[src/rtl/register_file_2r1w.sv]
// register_file_2r1w
//   Register file with one write port and two independent read ports.
//   Reads are registered (one-cycle latency) with a one-cycle valid pulse,
//   and a same-edge write to the read address is forwarded (write-first).
//   Out-of-range accesses read as zero, never modify storage, and set a
//   sticky error flag that only reset clears.
//
// Parameters
//   WIDTH   data bits per entry
//   DEPTH   number of entries (need not be a power of two)
//   AW      address bits, 2**AW >= DEPTH
//   ZERO_R0 1: entry 0 always reads as zero and ignores writes
//
// Ports
//   clk                        rising-edge clock
//   reset                      synchronous active-high reset
//   write_en/addr/port_1       write request, address, data
//   read_en_x/read_addr_x      read request and address, x = 1,2
//   read_port_x/read_valid_x   registered read data and valid pulse
//   addr_err                   sticky out-of-range access flag
module register_file_2r1w #(
  parameter int WIDTH   = 16,
  parameter int DEPTH   = 8,
  parameter int AW      = 3,
  parameter int ZERO_R0 = 0
) (
  input  logic             clk,
  input  logic             reset,
  input  logic             write_en,
  input  logic [AW-1:0]    write_addr,
  input  logic [WIDTH-1:0] write_port_1,
  input  logic             read_en_1,
  input  logic             read_en_2,
  input  logic [AW-1:0]    read_addr_1,
  input  logic [AW-1:0]    read_addr_2,
  output logic [WIDTH-1:0] read_port_1,
  output logic [WIDTH-1:0] read_port_2,
  output logic             read_valid_1,
  output logic             read_valid_2,
  output logic             addr_err
);

  // DEPTH can equal 2**AW, so the range compare needs one extra bit.
  localparam logic [AW:0] DEPTH_W = (AW+1)'(DEPTH);

  // Storage is flop-based: reset must clear every entry in one edge.
  logic [WIDTH-1:0] mem_reg [DEPTH];
  logic             addr_err_reg;

  logic wr_in_range;
  logic wr_is_r0;
  logic wr_commit;
  logic wr_err;

  assign wr_in_range = ({1'b0, write_addr} < DEPTH_W);
  assign wr_is_r0    = (ZERO_R0 != 0) && (write_addr == '0);
  // A write to the hard-wired zero entry is silently dropped, not an error.
  assign wr_commit   = write_en && wr_in_range && !wr_is_r0;
  assign wr_err      = write_en && !wr_in_range;

  always_ff @(posedge clk) begin
    if (reset) begin
      for (int i = 0; i < DEPTH; i++) begin
        mem_reg[i] <= '0;
      end
    end else if (wr_commit) begin
      mem_reg[write_addr] <= write_port_1;
    end
  end

  // Two identical read ports; each keeps its own data/valid registers.
  for (genvar gi = 0; gi < 2; gi++) begin : g_rd
    logic             en;
    logic [AW-1:0]    addr;
    logic             in_range;
    logic             err;
    logic [WIDTH-1:0] data_reg;
    logic             valid_reg;

    assign en       = (gi == 0) ? read_en_1   : read_en_2;
    assign addr     = (gi == 0) ? read_addr_1 : read_addr_2;
    assign in_range = ({1'b0, addr} < DEPTH_W);
    assign err      = en && !in_range;

    always_ff @(posedge clk) begin
      if (reset) begin
        data_reg  <= '0;
        valid_reg <= 1'b0;
      end else begin
        valid_reg <= en;
        // With en low the data register simply holds its last value.
        if (en) begin
          if (!in_range || ((ZERO_R0 != 0) && (addr == '0))) begin
            data_reg <= '0;
          end else if (wr_commit && (addr == write_addr)) begin
            // Write-first forwarding: return the data landing this edge.
            data_reg <= write_port_1;
          end else begin
            data_reg <= mem_reg[addr];
          end
        end
      end
    end
  end

  always_ff @(posedge clk) begin
    if (reset) begin
      addr_err_reg <= 1'b0;
    end else if (wr_err || g_rd[0].err || g_rd[1].err) begin
      addr_err_reg <= 1'b1;
    end
  end

  assign read_port_1  = g_rd[0].data_reg;
  assign read_port_2  = g_rd[1].data_reg;
  assign read_valid_1 = g_rd[0].valid_reg;
  assign read_valid_2 = g_rd[1].valid_reg;
  assign addr_err     = addr_err_reg;

endmodule

[config.mk]
export PLATFORM = sky130hd
export DESIGN_NAME = register_file_2r1w
export DESIGN_NICKNAME = d
export VERILOG_FILES = /design/src/rtl/register_file_2r1w.sv
export SDC_FILE = /design/constraint.sdc
export NUM_CORES = 1
export LEC_CHECK = 0
export ABC_CLOCK_PERIOD_IN_PS = 4300
export CORE_MARGIN = 10
export CORE_UTILIZATION = 60
export DETAILED_ROUTE_END_ITERATION = 7
export PLACE_DENSITY = 0.78
export SLEW_MARGIN = 5
export SYNTH_ARGS = -nofsm -noshare
export SYNTH_HDL_FRONTEND = slang
export SYNTH_SLANG_ARGS = --single-unit
[constraint.sdc]
create_clock -name clk -period 4.3 [get_ports clk]
set_input_delay 1.075 -clock clk [delete_from_list [all_inputs] [get_ports clk]]
set_output_delay 1.075 -clock clk [all_outputs]
set_load 0.02 [all_outputs]
==> summary.md, run 1 <==
| Metric | Value |
|---|---|
| RSZ-0062 raised after global routing | false |
| Setup WS pre-CTS | a little over 0.9 ns |
| Synth unique cells | 37 |
| Vias | 5831 |
| CP Launch Type | input port |
| Combinational family with the most area after synthesis | multiplexers |
| Syn_nets | about 650 |
| Post-CTS setup buffer count | 0 |
| # rows | 42 |
| CP endpoint kind | flop |
| IO buf count | 63 |
| Vias in the first global route | between 5000 and 6000 |
| Die width | 137 um |
| Synth top area cells | edfxtp_1 (47%), mux2i_1 (9.8%), and2_1 (9.8%) |
| CTS max path bufs | 2 |
| FF+latch count, synth | about 160 |
| Post-synthesis mux area share | 18.4% |
| Dpl cell area | about 0.009 mm^2 |
| Number of flip-flops in the largest register | ~130 |
| Synth Area in Simple Gates | 15.7% |
| Worst Path Required | approximately 4.6 ns |
| Final worst slack | about 1.3 ns |
| CTS tree | done |
| Clock-pin slew on the worst setup and hold paths | roughly 0.050 ns |
| Reg2reg setup slack | 2.77 ns |
| Worst hold stages | 2 |
| Actual slew at the worst max-slew pin | ~1.1 ns |
| Post-route ant nets | 0 |
| NumNets Final | roughly 710 |
| Area share of fa/ha/maj cells after synthesis | 0% |
| Die H | approximately 140 um |
| Tot GR Track Use | 25.6% |
| Fmax | between 300 and 400 MHz |
| Antenna violations before repair | 1 |
| Overflow after GRT | 0 |
| Final core utilization | around 72% |
| Critical Path AT | ~3.3 ns |
| Final hold vios | 0 |
| Post-synth ARST share | 0% |
| Die area | ~0.019 mm^2 |
| CORE AREA | 0.0133 mm^2 |
| Maximum VDD drop | roughly 0.29 mV |
| Clock Root Buffer | clkbuf_16 |
| Cell area after synthesis | around 0.0083 mm^2 |
| Ys Warns | 0 |
| Later-pin clock latency in the skew report | around 0.43 ns |
| WS Path Type | input port to flop |
| CTS Sinks | 162 |
| Lkg Pwr | around 3.6 nW |
| Initial Util | 61.9% |
| Complex-gate fraction of the synthesized area | 7.10% |
| DR WL/cell | around 28 um |
| Critical-path top delay cell | clkdlybuf4s50_1 |
| Hold_sp | read_port_1[4]$_SDFFE_PP0P_ |
| Cts hold-fix bufs | 0 |
| Xor and xnor area share after synthesis | 0.818% |
| R2R cell count | 4 |
| Max Slew Vio Count | 0 |
| Status | finished, final reports clean |
| Cells after synthesis | between 600 and 700 |
| Critical Path Max Stage Delay | approximately 0.71 ns |
| Htree depth | 4 |
| Primary FF master, synth | edfxtp_1 |
| Setup_tns | 0 ns |
| Worst hold path class | flop to flop |
| Routed WL | 23900 um |
| Crit-path max FO | 16 |
| Pwr dens | about 400 mW/mm^2 |
| First-pass GRT wire length | approximately 35000 um |
| Detailed Place HPWL | between 10000 and 15000 um |
| Number of synthesized flops with an enable pin | roughly 130 |
| Routability congestion estimate | ~0.85 |
| Pin count of the biggest net entering global routing | 35 |
| Final period util | between 60% and 70% |
| Reg2reg start | mem_reg[6][9]$_SDFFCE_PN0P_ |
| Fillers | between 900 and 1000 |
| Overall power | about 3.8 mW |
| Count of final setup violators | 0 |
| Seq/Total Area, Yosys | a little over half |
| Post-CTS Resized | 0 |
| Post-synth top area share | 46.5% |
| Final min period | around 3 ns |
| # IOs | 65 |
| Crit-path cells | clkdlybuf4s50_1, xor2_1, or4_1, nand3_1, a311oi_1 |
| Layout cell share with drive strength beyond 1 | about 13% |
| DRT Pass-1 Iters | 5 |
| WHS Endpoint | read_port_1[4]$_SDFFE_PP0P_ |
| Worst reg2reg endpoint | read_port_2[9]$_SDFFE_PP0P_ |
| Max-Cap Viols | 0 |
| Setup Skew | ~0.0074 ns |
| Final design area excluding fillers | approximately 0.0096 mm^2 |
| Synth area leader | edfxtp_1 |
| Synth cell count leaders | and2_1 (129), edfxtp_1 (128), mux2i_1 (81) |
| Synth-to-Final Area Change | 15.8% |
| DRT iter0 DRCs | approximately 800 |
| Syn Area/Cell | between 10 and 15 um^2 |
| Drt via density | around 6.7 |
| DR DRC count | 0 |
| Count leader, synth | and2_1 |
| Number of CTS-inserted buffers | 17 |
| Max transition margin | ~29% |
report_power, final:
group / leakage [nW] / switching (mW) / internal [mW]
Sequential: 1.51 / 0.0652 / 1.80
Clock: 0.271 / 0.584 / 0.850
Combinational: 1.79 / 0.286 / 0.226
Total: 3.57 / 0.935 / 2.87
logic make-up (layout without fill, tap and decap cells):
kind of cell	Yosys count	in the layout
XOR/XNOR	6	6
flip-flops	162	162
AND/OR/NAND/NOR	228	228
buffers and inverters	48	115
multiplexers	112	112
AO/OA/AOI/OAI	67	67
other	1	2
critical path: cells and delay by family:
kind / cells / cell delay [ns]
buffers and inverters: 1 / 0.71
xor gates and xnor gates: 1 / 0.32
AOI/OAI and AO/OA: 1 / 0.33
and+or+nand+nor: 2 / 0.85
layer usage:
metal	vias up	GRT usage, %	share of wire [%]
li1	2467	-	-
met1	2904	31.6	37
met2	393	42.2	49
met3	67	6.59	11
met4	0	10.6	3.2
met5	-	0	0
per-stage QoR:
step | cells | hold slack [ns]
2_1_floorplan | 624 | 0.554
3_3_place_gp | 836 | 0.474
3_5_place_dp | 836 | 0.475
4_1_cts | 867 | 0.488
5_1_grt | 867 | 0.501
6_report | 868 | 0.491
how the worst max path moves through the flow:
stage	startpoint	endpoint	slack (ns)	depth (start not counted)
after floorplan	reset	mem_reg[0][0]$_SDFFCE_PN0P_	1.59	4
after global placement	reset	mem_reg[0][4]$_SDFFCE_PN0P_	0.97	6
after detailed placement	reset	mem_reg[0][0]$_SDFFCE_PN0P_	0.92	6
after CTS	reset	mem_reg[0][0]$_SDFFCE_PN0P_	1.35	6
after global routing	reset	mem_reg[0][0]$_SDFFCE_PN0P_	1.26	6
final	write_addr[1]	read_port_1[2]$_SDFFE_PP0P_	1.33	5
area by class of cell:
| class | count | area (um^2) | area share [%] |
|---|---|---|---|
| clock buffer | 25 | 495 | 5.18 |
| clock inverter | 6 | 56.3 | 0.588 |
| multi-input combinational | 414 | 3480 | 36.3 |
| tap | 176 | 220 | 2.30 |
| timing repair buffer | 84 | 793 | 8.29 |
| sequential | 162 | 4520 | 47.3 |
| antenna | 1 | 2.50 | 0.0262 |
layout by cell type, fill, tap and decap left out, types with 2 or more instances in the layout:
cell,synthesis,layout
and2_1,129,129
a221o_1,15,15
or2_2,8,8
nor2_1,40,40
clkdlybuf4s50_1,0,61
nor2b_1,3,3
clkbuf_1,23,4
dfxtp_1,34,34
a22oi_1,32,32
nand2_1,17,17
mux2i_1,81,81
buf_4,12,21
clkbuf_16,0,17
edfxtp_1,128,128
xor2_1,4,4
nor3_1,2,2
mux4_1,3,3
nand3_1,16,16
mux4_2,28,28
xor2_2,2,2
nand2b_1,4,4
clkbuf_8,0,4
clkinv_2,0,3
a311oi_1,16,16
(Power assumes the default switching activity.)
==> run 2, diff against run 1 <==
--- a/config.mk
+++ b/config.mk
@@ -5,11 +5,11 @@
 export SDC_FILE = /design/constraint.sdc
 export NUM_CORES = 1
 export LEC_CHECK = 0
-export ABC_CLOCK_PERIOD_IN_PS = 4300
+export ABC_CLOCK_PERIOD_IN_PS = 2500
 export CORE_MARGIN = 10
-export CORE_UTILIZATION = 60
+export CORE_UTILIZATION = 53
 export DETAILED_ROUTE_END_ITERATION = 7
-export PLACE_DENSITY = 0.78
+export PLACE_DENSITY = 0.72
 export SLEW_MARGIN = 5
 export SYNTH_ARGS = -nofsm -noshare
 export SYNTH_HDL_FRONTEND = slang
==> constraint.sdc (replaced) <==
create_clock -name clk -period 2.5 [get_ports clk]
set_input_delay 0.625 -clock clk [delete_from_list [all_inputs] [get_ports clk]]
set_output_delay 0.625 -clock clk [all_outputs]
set_load 0.02 [all_outputs]
==> run 2 against run 1 <==
  * Total power grew 79%
  * Non-clock buffer count grew 34
  * Largest power group unchanged
  * Critical endpoint is now read_port_2[12]$_SDFFE_PP0P_
  * Die area grew 11%
  * Combinational power grew 88%
==> summary.md, run 2 (synthesized netlist as in run 1, its figures left out) <==
| Metric | Value |
|---|---|
| Crit-path cells | clkdlybuf4s50_1, buf_4, mux4_2, mux2i_1, nor2_1, a221o_1 (was clkdlybuf4s50_1, xor2_1, or4_1, nand3_1, a311oi_1) |
| Multi-input logic area | 0.00348 mm^2 (unchanged) |
| Post-CTS setup buffer count | 0 (unchanged) |
| Tot GR Track Use | 24.0% (was 25.6%) |
| NumNets Final | 743 (was 709) |
| Critical-path top delay cell | clkdlybuf4s50_1 (unchanged) |
| Detailed Place HPWL | 16100 um (was 14600 um) |
| Sequential cell area | 0.00452 mm^2 (unchanged) |
| Pin count of the biggest net entering global routing | 65 (was 35) |
| DRT iter0 DRCs | 746 (was 781) |
| Synth-to-Final Area Change | 22.4% (was 15.8%) |
| Antenna violations before repair | 0 (was 1) |
| Overflow after GRT | 0 (unchanged) |
| DR DRC count | 0 (unchanged) |
| Count of final setup violators | 0 (unchanged) |
| Commonest non-fill, non-tap cell in the layout | and2_1 (unchanged) |
| WS Path Type | input port to flop (unchanged) |
| Fmax | between 400 and 500 MHz |
| Overall power | 6.81 mW (was 3.81 mW) |
| Dpl cells | 905 (was 836) |
| Initial Util | 54.1% (was 61.9%) |
| CTS tree | done (unchanged) |
| Layout cell share with drive strength beyond 1 | 17.9% (was 13.5%) |
| Buf/Inv on CP | 2 (was 1) |
| Final min period | ~2.2 ns |
| Later-pin clock latency in the skew report | 0.43 ns (about the same) |
| Routability congestion estimate | 0.881 (was 0.845) |
| Final period util | 89.2% |
| Ant diodes | 0 (was 1) |
| # IOs | 65 (unchanged) |
| Post-CTS Resized | 0 (unchanged) |
| Max-Cap Viols | 0 (unchanged) |
| DRT Pass-1 Iters | 5 (unchanged) |
| Htree depth | 4 (unchanged) |
| RSZ-0062 raised after global routing | false (unchanged) |
| Critical Path Max Stage Delay | 0.62 ns (was 0.71 ns) |
| Critical path's top delay family | buffers and inverters (was simple AND/OR/NAND/NOR gates) |
| Fin cells | 937 (was 868) |
| Max Slew Vio Count | 0 (unchanged) |
| Status | finished, final reports clean (unchanged) |
| Commonest non-fill, non-tap cells in the layout | and2_1 (129), edfxtp_1 (128), mux2i_1 (81) (unchanged) |
| CTS max path bufs | 2 (unchanged) |
| Drt via density | 6.31 (was 6.72) |
| IO buf count | 63 (unchanged) |
| Vias in the first global route | 6033 (was 5867) |
| Pwr dens | 674 mW/mm^2 (was 398 mW/mm^2) |
| CP endpoint kind | flop (unchanged) |
| Maximum VDD drop | 0.590 mV (was 0.288 mV) |
| CP Launch Type | input port (unchanged) |
| Number of flip-flops in the largest register | 128 (unchanged) |
| Final hold slack | 0.489 ns (was 0.491 ns) |
| First-pass GRT wire length | 36300 um (was 35300 um) |
| Clock Root Buffer | clkbuf_16 (unchanged) |
| CTS Sinks | 162 (unchanged) |
| CORE AREA | 0.0153 mm^2 (was 0.0133 mm^2) |
| Clock-pin slew on the worst setup and hold paths | 0.06 ns (was 0.05 ns) |
| Final hold vios | 0 (unchanged) |
| Worst Path Required | 2.81 ns (was 4.62 ns) |
| Number of CTS-inserted buffers | 17 (unchanged) |
| Routed WL | 24400 um (was 23900 um) |
| Die H | 145 um (was 137 um) |
| Post-route ant nets | 0 (unchanged) |
| Lkg Pwr | 3.82 nW (was 3.57 nW) |
| Crit-path max FO | 15 (was 16) |
| Setup Skew | 0.00880 ns (was 0.00742 ns) |
| DR WL/cell | 26.0 um (was 27.6 um) |
| Die width | 145 um (was 137 um) |
| Vias | 5912 (was 5831) |
| Critical Path AT | 2.54 ns (was 3.29 ns) |
| Worst hold path class | flop to flop (unchanged) |
| Die area | 0.0210 mm^2 (was 0.0189 mm^2) |
| Fillers | 1133 (was 933) |
| Cts hold-fix bufs | 0 (unchanged) |
| # rows | 45 (was 42) |
==> run 2: path summary, 6_finish.rpt <==
kind	from	end	cells past startpoint	slack (ns)
setup / recovery	read_addr_2[2]	read_port_2[12]$_SDFFE_PP0P_	6	0.27
hold / removal	read_port_2[0]$_SDFFE_PP0P_	read_port_2[0]$_SDFFE_PP0P_	1	0.49
setup reg to reg	mem_reg[6][12]$_SDFFCE_PN0P_	read_port_2[12]$_SDFFE_PP0P_	4	0.91
hold reg to reg	read_port_2[0]$_SDFFE_PP0P_	read_port_2[0]$_SDFFE_PP0P_	1	0.49
==> run 2: through the flow <==
step | setup TNS, ns | util [%] | setup slack (ns) | instance area [um^2]
2_1_floorplan | 0 | - | 0.239 | 8260
3_3_place_gp | -2.05 | 62.3 | -0.125 | 9510
3_5_place_dp | -5.14 | 62.3 | -0.164 | 9510
4_1_cts | 0 | 66.3 | 0.287 | 10100
5_1_grt | 0 | 66.3 | 0.205 | 10100
6_report | 0 | 66.3 | 0.270 | 10100
==> run 2: area by class of cell <==
cell class	instances	share of cell area (%)
Multi-Input combinational cell	414	34.4
Sequential cell	162	44.8
Clock inverter	10	1.31
Timing Repair Buffer	118	12.4
Tap cell	211	2.61
Clock buffer	22	4.59
==> run 2: power by group <==
part           switching, mW  total (mW)  internal (mW)
combinational          0.505       0.962          0.458
clock                   1.03        2.65           1.62
sequential             0.113        3.20           3.09
total                   1.65        6.81           5.16
==> run 2: layer usage <==
layer  vias to the layer above  GRT usage (%)  wire [um]
met5                         -              0          0
met4                         0           10.7        875
met3                        64           5.38       2140
met2                       333           38.6      11700
met1                      2984           30.5       9700
li1                       2531              -          -
==> run 3, diff against run 2 <==
--- a/config.mk
+++ b/config.mk
@@ -7,9 +7,10 @@
 export LEC_CHECK = 0
 export ABC_CLOCK_PERIOD_IN_PS = 2500
 export CORE_MARGIN = 10
-export CORE_UTILIZATION = 53
+export CORE_UTILIZATION = 55
+export CTS_BUF_LIST = sky130_fd_sc_hd__clkbuf_4
 export DETAILED_ROUTE_END_ITERATION = 7
-export PLACE_DENSITY = 0.72
+export PLACE_DENSITY = 0.75
 export SLEW_MARGIN = 5
 export SYNTH_ARGS = -nofsm -noshare
 export SYNTH_HDL_FRONTEND = slang
==> run 3 against run 2 <==
  * Combinational power fell by 1%
  * Worst hold slack got worse by 0.0013 ns
  * Critical path depth is 5 lower
  * Largest cell class unchanged
  * Maximum frequency is 1.8% lower
  * Wire length fell by 1.1%
  * Total power is 16% lower
  * Clock power down 40%
==> summary.md, run 3 (synthesized netlist as in run 1, its figures left out) <==
| Metric | Value |
|---|---|
| # rows | 44 (was 45) |
| DRT iter0 DRCs | 617 (was 746) |
| Cts hold-fix bufs | 0 (unchanged) |
| CTS tree | done (unchanged) |
| Later-pin clock latency in the skew report | 0.58 ns (was 0.43 ns) |
| DR DRC count | 0 (unchanged) |
| IO buf count | 63 (unchanged) |
| Fmax | 440 MHz (was 448 MHz) |
| Post-route ant nets | 0 (unchanged) |
| Detailed Place HPWL | 16100 um (about the same) |
| Count of final setup violators | 0 (unchanged) |
| Worst Path Required | 1.88 ns (was 2.81 ns) |
| Critical path's top delay family | buffers and inverters (unchanged) |
| WS Path Type | flop to output pin (was input port to flop) |
| Vias in the first global route | 5995 (was 6033) |
| Number of CTS-inserted buffers | 17 (unchanged) |
| # IOs | 65 (unchanged) |
| Critical-path top delay cell | clkdlybuf4s50_1 (unchanged) |
| Actual slew at the worst max-slew pin | 0.606 ns |
| Final period util | 90.8% (was 89.2%) |
| Setup Skew | 0.0150 ns (was 0.00880 ns) |
| Status | finished, final reports clean (unchanged) |
| Critical Path AT | 1.65 ns (was 2.54 ns) |
| GR Util met3 | 4.07% (was 5.38%) |
| Clock-pin slew on the worst setup and hold paths | 0.13 ns (was 0.06 ns) |
| Critical Path Max Stage Delay | 0.64 ns (was 0.62 ns) |
| Crit-path max FO | 2 (was 15) |
| Pin count of the biggest net entering global routing | 65 (unchanged) |
| Number of flip-flops in the largest register | 128 (unchanged) |
| Lkg Pwr | 3.66 nW (was 3.82 nW) |
| Final min period | 2.27 ns (was 2.23 ns) |
| Crit-path cells | clkdlybuf4s50_1 (was clkdlybuf4s50_1, buf_4, mux4_2, mux2i_1, nor2_1, a221o_1) |
| Worst hold path class | flop to flop (unchanged) |
| CTS Sinks | 162 (unchanged) |
| Max transition margin | between 50% and 60% |
| CP endpoint kind | output pin (was flop) |
| Maximum VDD drop | 0.294 mV (was 0.590 mV) |
| R2R cell count | 4 (unchanged) |
| Layout cell share with drive strength beyond 1 | 17.8% (was 17.9%) |
| NumNets Final | 743 (unchanged) |
| Post-CTS Resized | 0 (unchanged) |
| Routability congestion estimate | 0.881 (about the same) |
| Final hold vios | 0 (unchanged) |
| Grt met1 use | 30.1% (was 30.5%) |
| Drt via density | 6.49 (was 6.31) |
| CP Launch Type | flop (was input port) |
| Clock Root Buffer | clkbuf_4 (was clkbuf_16) |
| Critical Path Stages | 1 (was 6) |
| Post-CTS setup buffer count | 0 (unchanged) |
| CTS max path bufs | 2 (unchanged) |
| CORE AREA | 0.0146 mm^2 (was 0.0153 mm^2) |
| Max Slew Vio Count | 0 (unchanged) |
| Worst hold stages | 2 (was 1) |
| Buf/Inv on CP | 1 (was 2) |
| Most Used Layer, Global Route | met2 (unchanged) |
| Routing usage on met2 | 39.2% (was 38.6%) |
| Vias | 5908 (was 5912) |
| Overflow after GRT | 0 (unchanged) |
| RSZ-0062 raised after global routing | false (unchanged) |
| DR WL/cell | 26.5 um (was 26.0 um) |
| Initial Util | 56.4% (was 54.1%) |
| Routed WL | 24100 um (was 24400 um) |
| Commonest non-fill, non-tap cell in the layout | and2_1 (unchanged) |
| DRT Pass-1 Iters | 7 (was 5) |
| Pwr dens | 591 mW/mm^2 (was 674 mW/mm^2) |
| First-pass GRT wire length | 36000 um (was 36300 um) |
| Commonest non-fill, non-tap cells in the layout | and2_1 (129), edfxtp_1 (128), mux2i_1 (81) (unchanged) |
| Antenna violations before repair | 1 (was 0) |
| Die width | 143 um (was 145 um) |
| Tot GR Track Use | 24.0% (about the same) |
| Die H | 143 um (was 145 um) |
| Overall power | 5.73 mW (was 6.81 mW) |
| Die area | 0.0203 mm^2 (was 0.0210 mm^2) |
| Final hold slack | 0.488 ns (was 0.489 ns) |
| Htree depth | 4 (unchanged) |
| Max-Cap Viols | 0 (unchanged) |
| Synth-to-Final Area Change | 17.4% (was 22.4%) |
-- run 3: layout make-up --
class / count / area [um^2]
fill: 1101 / 4940
sequential: 162 / 4520
multi-input combinational: 414 / 3480
timing repair buffer: 118 / 1190
tap: 184 / 230
clock inverter: 14 / 145
clock buffer: 18 / 135
antenna: 1 / 2.50
-- run 3: worst paths after layout --
| check | start | endpoint | slack (ns) |
|---|---|---|---|
| setup reg to reg | mem_reg[5][0]$_SDFFCE_PN0P_ | read_port_2[0]$_SDFFE_PP0P_ | 0.90 |
| setup / recovery | read_port_1[5]$_SDFFE_PP0P_ | read_port_1[5] | 0.23 |
| hold / removal | read_port_1[1]$_SDFFE_PP0P_ | read_port_1[1]$_SDFFE_PP0P_ | 0.49 |
| hold reg to reg | read_port_1[1]$_SDFFE_PP0P_ | read_port_1[1]$_SDFFE_PP0P_ | 0.49 |
-- run 3: power by group --
group          internal, mW  switching (mW)  total (mW)
combinational         0.443           0.505       0.948
sequential             3.09           0.110        3.20
clock                 0.680           0.903        1.58
-- run 3: layer usage --
layer  vias up  wire (um)
li1       2532          -
met1      2919       9000
met2       379      11700
met3        78       2380
met4         0       1080
met5         -          0
-- run 3: metrics by stage --
step / utilization [%] / setup slack [ns] / area [um^2] / setup TNS (ns) / instances
finish: 66.2 / 0.229 / 9700 / 0 / 911
detailed placement: 64.3 / -0.118 / 9420 / -4.32 / 878
global placement: 64.3 / -0.0847 / 9420 / -1.23 / 878
global route: 66.2 / 0.163 / 9700 / 0 / 911
floorplan: - / 0.239 / 8260 / 0 / 624
CTS: 66.2 / 0.214 / 9700 / 0 / 910
